### src/rtl/dmem_port_arbiter_if.sv
// dmem_port_arbiter_if: the CPU, DMA and memory-side signals of the shared data-memory port.
// Ports: slave = arbiter view (requests in, memory pins out); master = requesters and memory.
interface dmem_port_arbiter_if #(
  parameter int AW = 32,
  parameter int DW = 32
);
  logic          cpu_req;
  logic          cpu_we;
  logic [AW-1:0] cpu_addr;
  logic [DW-1:0] cpu_wdata;
  logic [DW-1:0] cpu_rdata;
  logic          cpu_stall;
  logic          dma_req;
  logic          dma_we;
  logic [AW-1:0] dma_addr;
  logic [DW-1:0] dma_wdata;
  logic          dma_ack;
  logic [DW-1:0] dma_rdata;
  logic          mem_we;
  logic [AW-1:0] mem_addr;
  logic [DW-1:0] mem_wdata;
  logic [DW-1:0] mem_rdata;

  modport slave (
    input  cpu_req, cpu_we, cpu_addr, cpu_wdata,
    output cpu_rdata, cpu_stall,
    input  dma_req, dma_we, dma_addr, dma_wdata,
    output dma_ack, dma_rdata,
    output mem_we, mem_addr, mem_wdata,
    input  mem_rdata
  );

  modport master (
    output cpu_req, cpu_we, cpu_addr, cpu_wdata,
    input  cpu_rdata, cpu_stall,
    output dma_req, dma_we, dma_addr, dma_wdata,
    input  dma_ack, dma_rdata,
    input  mem_we, mem_addr, mem_wdata,
    output mem_rdata
  );
endinterface

### src/rtl/dmem_port_arbiter.sv
// dmem_port_arbiter: shares the data memory between the MEM stage and a DMA requester.
// Ports: clock, resetn (sync, active low), bus (slave modport: cpu_*, dma_*, mem_*).
module dmem_port_arbiter #(
  parameter int AW       = 32,
  parameter int DW       = 32,
  parameter int MAX_WAIT = 4
) (
  input  logic              clock,
  input  logic              resetn,
  dmem_port_arbiter_if.slave bus
);
  localparam int CW = $clog2(MAX_WAIT + 1);
  localparam logic [CW-1:0] WMAX = CW'(MAX_WAIT);

  typedef enum logic {
    S_OPEN,
    S_ACK
  } state_t;

  state_t        state;
  state_t        state_nxt;
  logic [CW-1:0] wait_cnt;
  logic [CW-1:0] wait_nxt;
  logic          dma_elig;
  logic          dma_grant;
  logic          cpu_grant;
  logic [AW-1:0] addr_mux;
  logic [DW-1:0] wdata_mux;

  always_ff @(posedge clock) begin
    if (!resetn) begin
      state    <= S_OPEN;
      wait_cnt <= '0;
    end else begin
      state    <= state_nxt;
      wait_cnt <= wait_nxt;
    end
  end

  always_comb begin
    state_nxt = state;
    wait_nxt  = '0;
    // resetn gates every grant so nothing reaches memory during reset
    dma_elig  = resetn & bus.dma_req & (state == S_OPEN);
    dma_grant = dma_elig & (~bus.cpu_req | (wait_cnt == WMAX));
    cpu_grant = resetn & bus.cpu_req & ~dma_grant;
    unique case (state)
      S_OPEN: if (dma_grant) state_nxt = S_ACK;
      S_ACK:  state_nxt = S_OPEN;
    endcase
    // a held request keeps ageing, also in the ack cycle
    if (bus.dma_req && !dma_grant) begin
      if (wait_cnt == WMAX) wait_nxt = wait_cnt;
      else                  wait_nxt = wait_cnt + 1'b1;
    end
  end

  assign addr_mux  = dma_grant ? bus.dma_addr  : bus.cpu_addr;
  assign wdata_mux = dma_grant ? bus.dma_wdata : bus.cpu_wdata;

  assign bus.mem_addr  = addr_mux;
  assign bus.mem_wdata = wdata_mux;
  assign bus.mem_we    = dma_grant ? bus.dma_we
                                   : (cpu_grant & bus.cpu_we);

  assign bus.cpu_stall = bus.cpu_req & dma_grant;
  assign bus.dma_ack   = resetn & (state == S_ACK);
  assign bus.cpu_rdata = bus.mem_rdata;
  assign bus.dma_rdata = bus.mem_rdata;
endmodule

### src/flat_wrapper.sv
// flat-port wrapper written by rule: the top's interface ports become plain ports
module dmem_port_arbiter_flat 
#(
  parameter int AW       = 32,
  parameter int DW       = 32,
  parameter int MAX_WAIT = 4
)
  (clock, resetn, bus_cpu_req, bus_cpu_we, bus_cpu_addr, bus_cpu_wdata, bus_cpu_rdata, bus_cpu_stall, bus_dma_req, bus_dma_we, bus_dma_addr, bus_dma_wdata, bus_dma_ack, bus_dma_rdata, bus_mem_we, bus_mem_addr, bus_mem_wdata, bus_mem_rdata);
  dmem_port_arbiter_if #(.AW(AW), .DW(DW)) bus_i ();
  input  logic clock;
  input  logic resetn;
  input wire logic [$bits(bus_i.cpu_req)-1:0] bus_cpu_req;
  input wire logic [$bits(bus_i.cpu_we)-1:0] bus_cpu_we;
  input wire logic [$bits(bus_i.cpu_addr)-1:0] bus_cpu_addr;
  input wire logic [$bits(bus_i.cpu_wdata)-1:0] bus_cpu_wdata;
  output wire logic [$bits(bus_i.cpu_rdata)-1:0] bus_cpu_rdata;
  output wire logic [$bits(bus_i.cpu_stall)-1:0] bus_cpu_stall;
  input wire logic [$bits(bus_i.dma_req)-1:0] bus_dma_req;
  input wire logic [$bits(bus_i.dma_we)-1:0] bus_dma_we;
  input wire logic [$bits(bus_i.dma_addr)-1:0] bus_dma_addr;
  input wire logic [$bits(bus_i.dma_wdata)-1:0] bus_dma_wdata;
  output wire logic [$bits(bus_i.dma_ack)-1:0] bus_dma_ack;
  output wire logic [$bits(bus_i.dma_rdata)-1:0] bus_dma_rdata;
  output wire logic [$bits(bus_i.mem_we)-1:0] bus_mem_we;
  output wire logic [$bits(bus_i.mem_addr)-1:0] bus_mem_addr;
  output wire logic [$bits(bus_i.mem_wdata)-1:0] bus_mem_wdata;
  input wire logic [$bits(bus_i.mem_rdata)-1:0] bus_mem_rdata;
  assign bus_i.cpu_req = bus_cpu_req;
  assign bus_i.cpu_we = bus_cpu_we;
  assign bus_i.cpu_addr = bus_cpu_addr;
  assign bus_i.cpu_wdata = bus_cpu_wdata;
  assign bus_cpu_rdata = bus_i.cpu_rdata;
  assign bus_cpu_stall = bus_i.cpu_stall;
  assign bus_i.dma_req = bus_dma_req;
  assign bus_i.dma_we = bus_dma_we;
  assign bus_i.dma_addr = bus_dma_addr;
  assign bus_i.dma_wdata = bus_dma_wdata;
  assign bus_dma_ack = bus_i.dma_ack;
  assign bus_dma_rdata = bus_i.dma_rdata;
  assign bus_mem_we = bus_i.mem_we;
  assign bus_mem_addr = bus_i.mem_addr;
  assign bus_mem_wdata = bus_i.mem_wdata;
  assign bus_i.mem_rdata = bus_mem_rdata;
  dmem_port_arbiter #(.AW(AW), .DW(DW), .MAX_WAIT(MAX_WAIT)) u_core (.clock(clock), .resetn(resetn), .bus(bus_i));
endmodule
### config.mk
export PLATFORM = sky130hd
export DESIGN_NAME = dmem_port_arbiter_flat
export DESIGN_NICKNAME = d
export VERILOG_FILES = /design/src/rtl/dmem_port_arbiter_if.sv /design/src/rtl/dmem_port_arbiter.sv /design/src/flat_wrapper.sv
export SDC_FILE = /design/constraint.sdc
export NUM_CORES = 1
export LEC_CHECK = 0
export ABC_AREA = 1
export CORE_AREA = 2 2 115 117
export CTS_CLUSTER_DIAMETER = 100
export DETAILED_ROUTE_END_ITERATION = 16
export DIE_AREA = 0 0 117 119
export GPL_TIMING_DRIVEN = 0
export MAX_ROUTING_LAYER = met4
export PLACE_DENSITY = 0.61
export RECOVER_POWER = 25
export SYNTH_ARGS = -nofsm -noshare
export SYNTH_HDL_FRONTEND = slang
export SYNTH_SLANG_ARGS = --single-unit
### constraint.sdc
create_clock -name clock -period 4.08 [get_ports clock]
set_input_delay 0.816 -clock clock [delete_from_list [all_inputs] [get_ports clock]]
set_output_delay 0.816 -clock clock [all_outputs]
set_load 0.05 [all_outputs]
### After elaboration in Yosys (flattened, before gate mapping)

Cells that the tools add are included.

| storage, ports and cells | value |
|---|---|
| flip-flop bits (word level) | 4 |
| input bits | 166 |
| word-level logic and storage cells | 24 |

| operators by class | value |
|---|---|
| add/sub/neg operators | 1 |
| equal/unequal tests | 1 |
| muxes and demuxes | 5 |
| bitwise gates (word level) | 12 |
| reduce and logical (&&, ||, !) cells | 3 |

Operators with widths:

| operator | count |
|---|---|
| 2-to-1 mux 32 bit | 2 |
| bitwise AND 1 bit | 8 |
| adder 3 x 1 -> 3 bit (second input constant) | 1 |
| equality test 3 bit (second input constant) | 1 |
| inverter 1 bit | 3 |
| 2-to-1 mux 1 bit | 2 |
| one-hot mux 1 bit (2 select lines) | 1 |
| AND reduction 2 bit | 1 |
| logical AND 1 bit | 1 |
| zero test 1 bit | 1 |
| bitwise OR 1 bit | 1 |

### Longest topological paths before layout

| depth | value |
|---|---|
| depth in word-level cells | 7 |
| gate-level depth with buffers | 9 |

### Least setup slack after synthesis

No wires, ideal clock.

| timing path | value |
|---|---|
| path type | input port to output port |
| start point | input resetn |
| end point | output bus_cpu_stall |
| data arrival time | 1.907 ns |
| path slack | 1.357 ns |
| cell stages on the path | 5 |
| path through | nand2_1 > nor2_2 > nand2_2 > buf_2 > nor2_1 |

| on the way | value |
|---|---|
| cells in the longest elaborated chain, start to end | 4 |

RTL lines:

| element | line | RTL |
|---|---|---|
| from (decl) | flat_wrapper.sv:11 | `input logic resetn;` |
| bitwise AND 1 bit (2 in series) | dmem_port_arbiter.sv:44 | `dma_elig = resetn & bus.dma_req & (state == S_OPEN);` |
| bitwise AND 1 bit | dmem_port_arbiter.sv:45 | `dma_grant = dma_elig & (~bus.cpu_req \| (wait_cnt == WMAX));` |
| bitwise AND 1 bit | dmem_port_arbiter.sv:66 | `assign bus.cpu_stall = bus.cpu_req & dma_grant;` |
| to (decl) | flat_wrapper.sv:17 | `output wire logic [$bits(bus_i.cpu_stall)-1:0] bus_cpu_stall;` |

No other way between the ends.

### Worst setup path in the final report

| timing path | value |
|---|---|
| start point | input resetn |
| end point | output bus_mem_addr[11] |

| on the way | value |
|---|---|
| cells in the longest elaborated chain, start to end | 4 |

RTL lines:

| element | line | RTL |
|---|---|---|
| bitwise AND 1 bit (2 in series) | dmem_port_arbiter.sv:44 |  |
| bitwise AND 1 bit | dmem_port_arbiter.sv:45 |  |
| 2-to-1 mux 32 bit | dmem_port_arbiter.sv:58 | `assign addr_mux = dma_grant ? bus.dma_addr : bus.cpu_addr;` |
| to (decl) | flat_wrapper.sv:25 | `output wire logic [$bits(bus_i.mem_addr)-1:0] bus_mem_addr;` |

No other way between the ends.

==> results <==
- Yosys mapped the design onto 13 distinct sky130hd cell types.
- The worst path required time is 3.26 ns.
- The worst slew margin relative to its limit is 63.5%.
- The number of gates resized after CTS was 0.
- The remaining global-route overflow is 0.
- During synthesis, Yosys emitted a total of 0 warnings.
- The share of the clock period used by the worst path after layout is 93.5%.
- Counting every net in the synthesized netlist gives 483.
- The cell count after synthesis is 315.
- The leakage power of the design is 2.16 nW.
- The number of hold buffers added after CTS was 0.
- The first TritonRoute pass finished after 5 iterations.
- At the end of the flow the core is filled with cells to 35.8%.
- Summing internal, switching and leakage power gives 0.000937 W.
- The max-slew violation total from the final report is 0.
- The number of failing hold endpoints at the final stage came to 0.
- In the final routed layout, each cell accounts on average for 11.7 um.
- The number of top-level pins is 297.
- The count of inserted antenna diode cells is 0.
- The clock reaches the later pin of the worst-skew pair after 0.22 ns.
- The clock arrives with 0.000522 ns of skew.
- Dividing the detail-routed via count by the number of cells gives 3.75.
- The share of post-route cells with drive strength above 1 is 15.5%.
- The detail route stage leaves a number of antenna-violating nets equal to 0.
- The via count of the first global-routing pass is 2751.
- The register bit total from synthesis is 4.
- Buffers added to address setup during post-CTS repair amount to 0.
- The area of the die is 13900 um2.
- Along the worst path, the maximum fanout reaches 10.
- The clock buffer count from CTS is 3.
- The total DRC errors in the routed layout is 0.
- For the pin with the worst max-slew slack, the measured transition is 0.546 ns.
- The number of standard cells in the final layout excluding fillers is 758.
- The worst hold-check path type is reg -> reg.
- After detailed routing, the total wire length is 8860 um.
- The post-synth design cell area is 1680 um2.
- The total area inside the core boundary comes to 12900 um2.
- Setup violations remaining at the end of the flow were counted as 0.
- The width of the die is 117 um.
- TritonCTS built the clock tree.
- Setup repair after global routing left no endpoint under its margin.
- For this design the ratio of total power to cell area is 203 nW/um2.
- Entering global routing, the biggest net connects 11 pins.
- The maximum count of clock buffers along a single path is 2.
- STA classifies the critical path endpoint as a primary output.
- For this block, the via count after detailed routing is 2844.
- The worst path in the final design needs a cycle of 3.82 ns, including I/O delays and setup.
- The startpoint kind of the worst setup timing path is a primary input.
- At the worst endpoint, the arrival time is 3.00 ns.
- IR analysis of the VDD net gives a maximum drop of 0.143 mV.
- The critical path is of the in -> out type.
- The floorplan has 42 rows.
- Once detailed placement completed, the half-perimeter wirelength came to 7840 um.
- The library cell used as clock root buffer is sky130_fd_sc_hd__clkbuf_16.
- The signed area change from the synthesized netlist to the final layout is 175%.
- The initial utilization of the core area, before any placement, comes to 13.0%.
- The first global-routing pass estimated 12900 um of wire.
- Based on the critical path, the design can be clocked at up to 262 MHz.
- Clock-pin slew was measured on the worst setup and hold paths at 0.03 ns.
- The total negative slack for setup checks is 0 ns.
- The max-cap violation count is 0.
- Including well taps, the total number of placed cells is 755.
- The detailed router finished its first iteration with 85 violations.
- Global routing used 11.7% of the available tracks across all layers.
- The maximum level of the CTS H-tree is 1.
- The run finished with clean final reports.
- The die outline height is 119 um.
- The last weighted congestion value of the routability-driven placer is 0.781.
- The net count of the finished layout is 752.
- The initial antenna violation count is 0.
- The average instance in the mapped netlist occupies 5.32 um2.
- The share of the Yosys chip area taken by registers is 4.78%.
- In this run the tool buffered the top-level ports with 264 buffer cells.
- The number of clock sinks is 4.
cell families after synthesis:
group	Yosys count	share of synthesized area (%)
adders and majority gates	2	1.49
xor gates and xnor gates	1	0.523
and+or+nand+nor	215	53.7
buffers and inverters	93	39.5
DFF	4	4.78
worst max-delay path, stage by stage:
cell and delay (ns):
sky130_fd_sc_hd__clkdlybuf4s50_1 0.50, sky130_fd_sc_hd__nand2_1 0.09, sky130_fd_sc_hd__nor2_2 0.16, sky130_fd_sc_hd__buf_4 0.24, sky130_fd_sc_hd__buf_4 0.19, sky130_fd_sc_hd__nand3_1 0.12
sky130_fd_sc_hd__nand2_1 0.09, sky130_fd_sc_hd__clkdlybuf4s50_1 0.79
registers in the layout, indices dropped and copies added, names as in the netlist:
| signal | count |
|---|---|
| u_core.state | 1 |
| u_core.wait_cnt | 3 |
cell usage in the layout, fill, tap and decap left out:
cell type and instances:
sky130_fd_sc_hd__buf_2 4, sky130_fd_sc_hd__buf_4 76, sky130_fd_sc_hd__buf_6 3, sky130_fd_sc_hd__clkbuf_1 2, sky130_fd_sc_hd__clkbuf_16 3, sky130_fd_sc_hd__clkdlybuf4s50_1 235
sky130_fd_sc_hd__dfxtp_1 4, sky130_fd_sc_hd__dlygate4sd3_1 29, sky130_fd_sc_hd__ha_1 2, sky130_fd_sc_hd__inv_1 8, sky130_fd_sc_hd__nand2_1 138, sky130_fd_sc_hd__nand2_2 3
sky130_fd_sc_hd__nand3_1 66, sky130_fd_sc_hd__nor2_1 7, sky130_fd_sc_hd__nor2_2 1, sky130_fd_sc_hd__xor2_1 1
metal layers:
layer | wire length, um | up-vias | global-route usage [%] | share of wire [%]
li1 | - | 1453 | - | -
met1 | 3170 | 1206 | 12.4 | 36
met2 | 4670 | 183 | 22.9 | 53
met3 | 995 | 2 | 1.98 | 11
met4 | 23 | 0 | 1.40 | 0.26
met5 | 0 | - | - | 0
synth_stat cells, drive strengths merged:
master,number,share of area (%)
nand3,66,20
dfxtp,4,4.8
buf,83,37
ha,2,1.5
nand2,141,32
nor2,8,1.9
inv,8,1.8
xor2,1,0.52
clkbuf,2,0.45
power breakdown:
part	switching [W]	internal, W
registers	0.000000980	0.0000409
logic	0.000427	0.000316
clock network	0.0000266	0.000125
worst paths after layout:
path,from,end,slack [ns],cells after the start
max,resetn,bus_mem_addr[11],0.26,8
max reg2reg,u_core.wait_cnt[0]$_SDFFE_PN0N_,u_core.wait_cnt[0]$_SDFFE_PN0N_,2.66,8
min reg2reg,u_core.wait_cnt[1]$_SDFFE_PN0N_,u_core.wait_cnt[1]$_SDFFE_PN0N_,0.58,4
min,u_core.wait_cnt[1]$_SDFFE_PN0N_,u_core.wait_cnt[1]$_SDFFE_PN0N_,0.58,4
cell type report:
cell class | instances | area [um2]
Fill cell | 1364 | 8260
Timing Repair Buffer | 264 | 2640
Tap cell | 176 | 220
Sequential cell | 4 | 80.1
Multi-Input combinational cell | 218 | 933
Buffer | 85 | 632
Inverter | 8 | 30.0
Clock buffer | 3 | 75.1
metrics by stage:
stage / area, um2 / setup WS, ns / hold WS [ns]
after floorplan: 1680 / 1.36 / 0.535
after global placement: 4540 / 0.228 / 0.561
after detailed placement: 4540 / 0.243 / 0.573
after CTS: 4610 / 0.234 / 0.579
after global routing: 4610 / 0.0675 / 0.633
final: 4610 / 0.265 / 0.583
No activity file was read; power rests on OpenSTA's default activity.
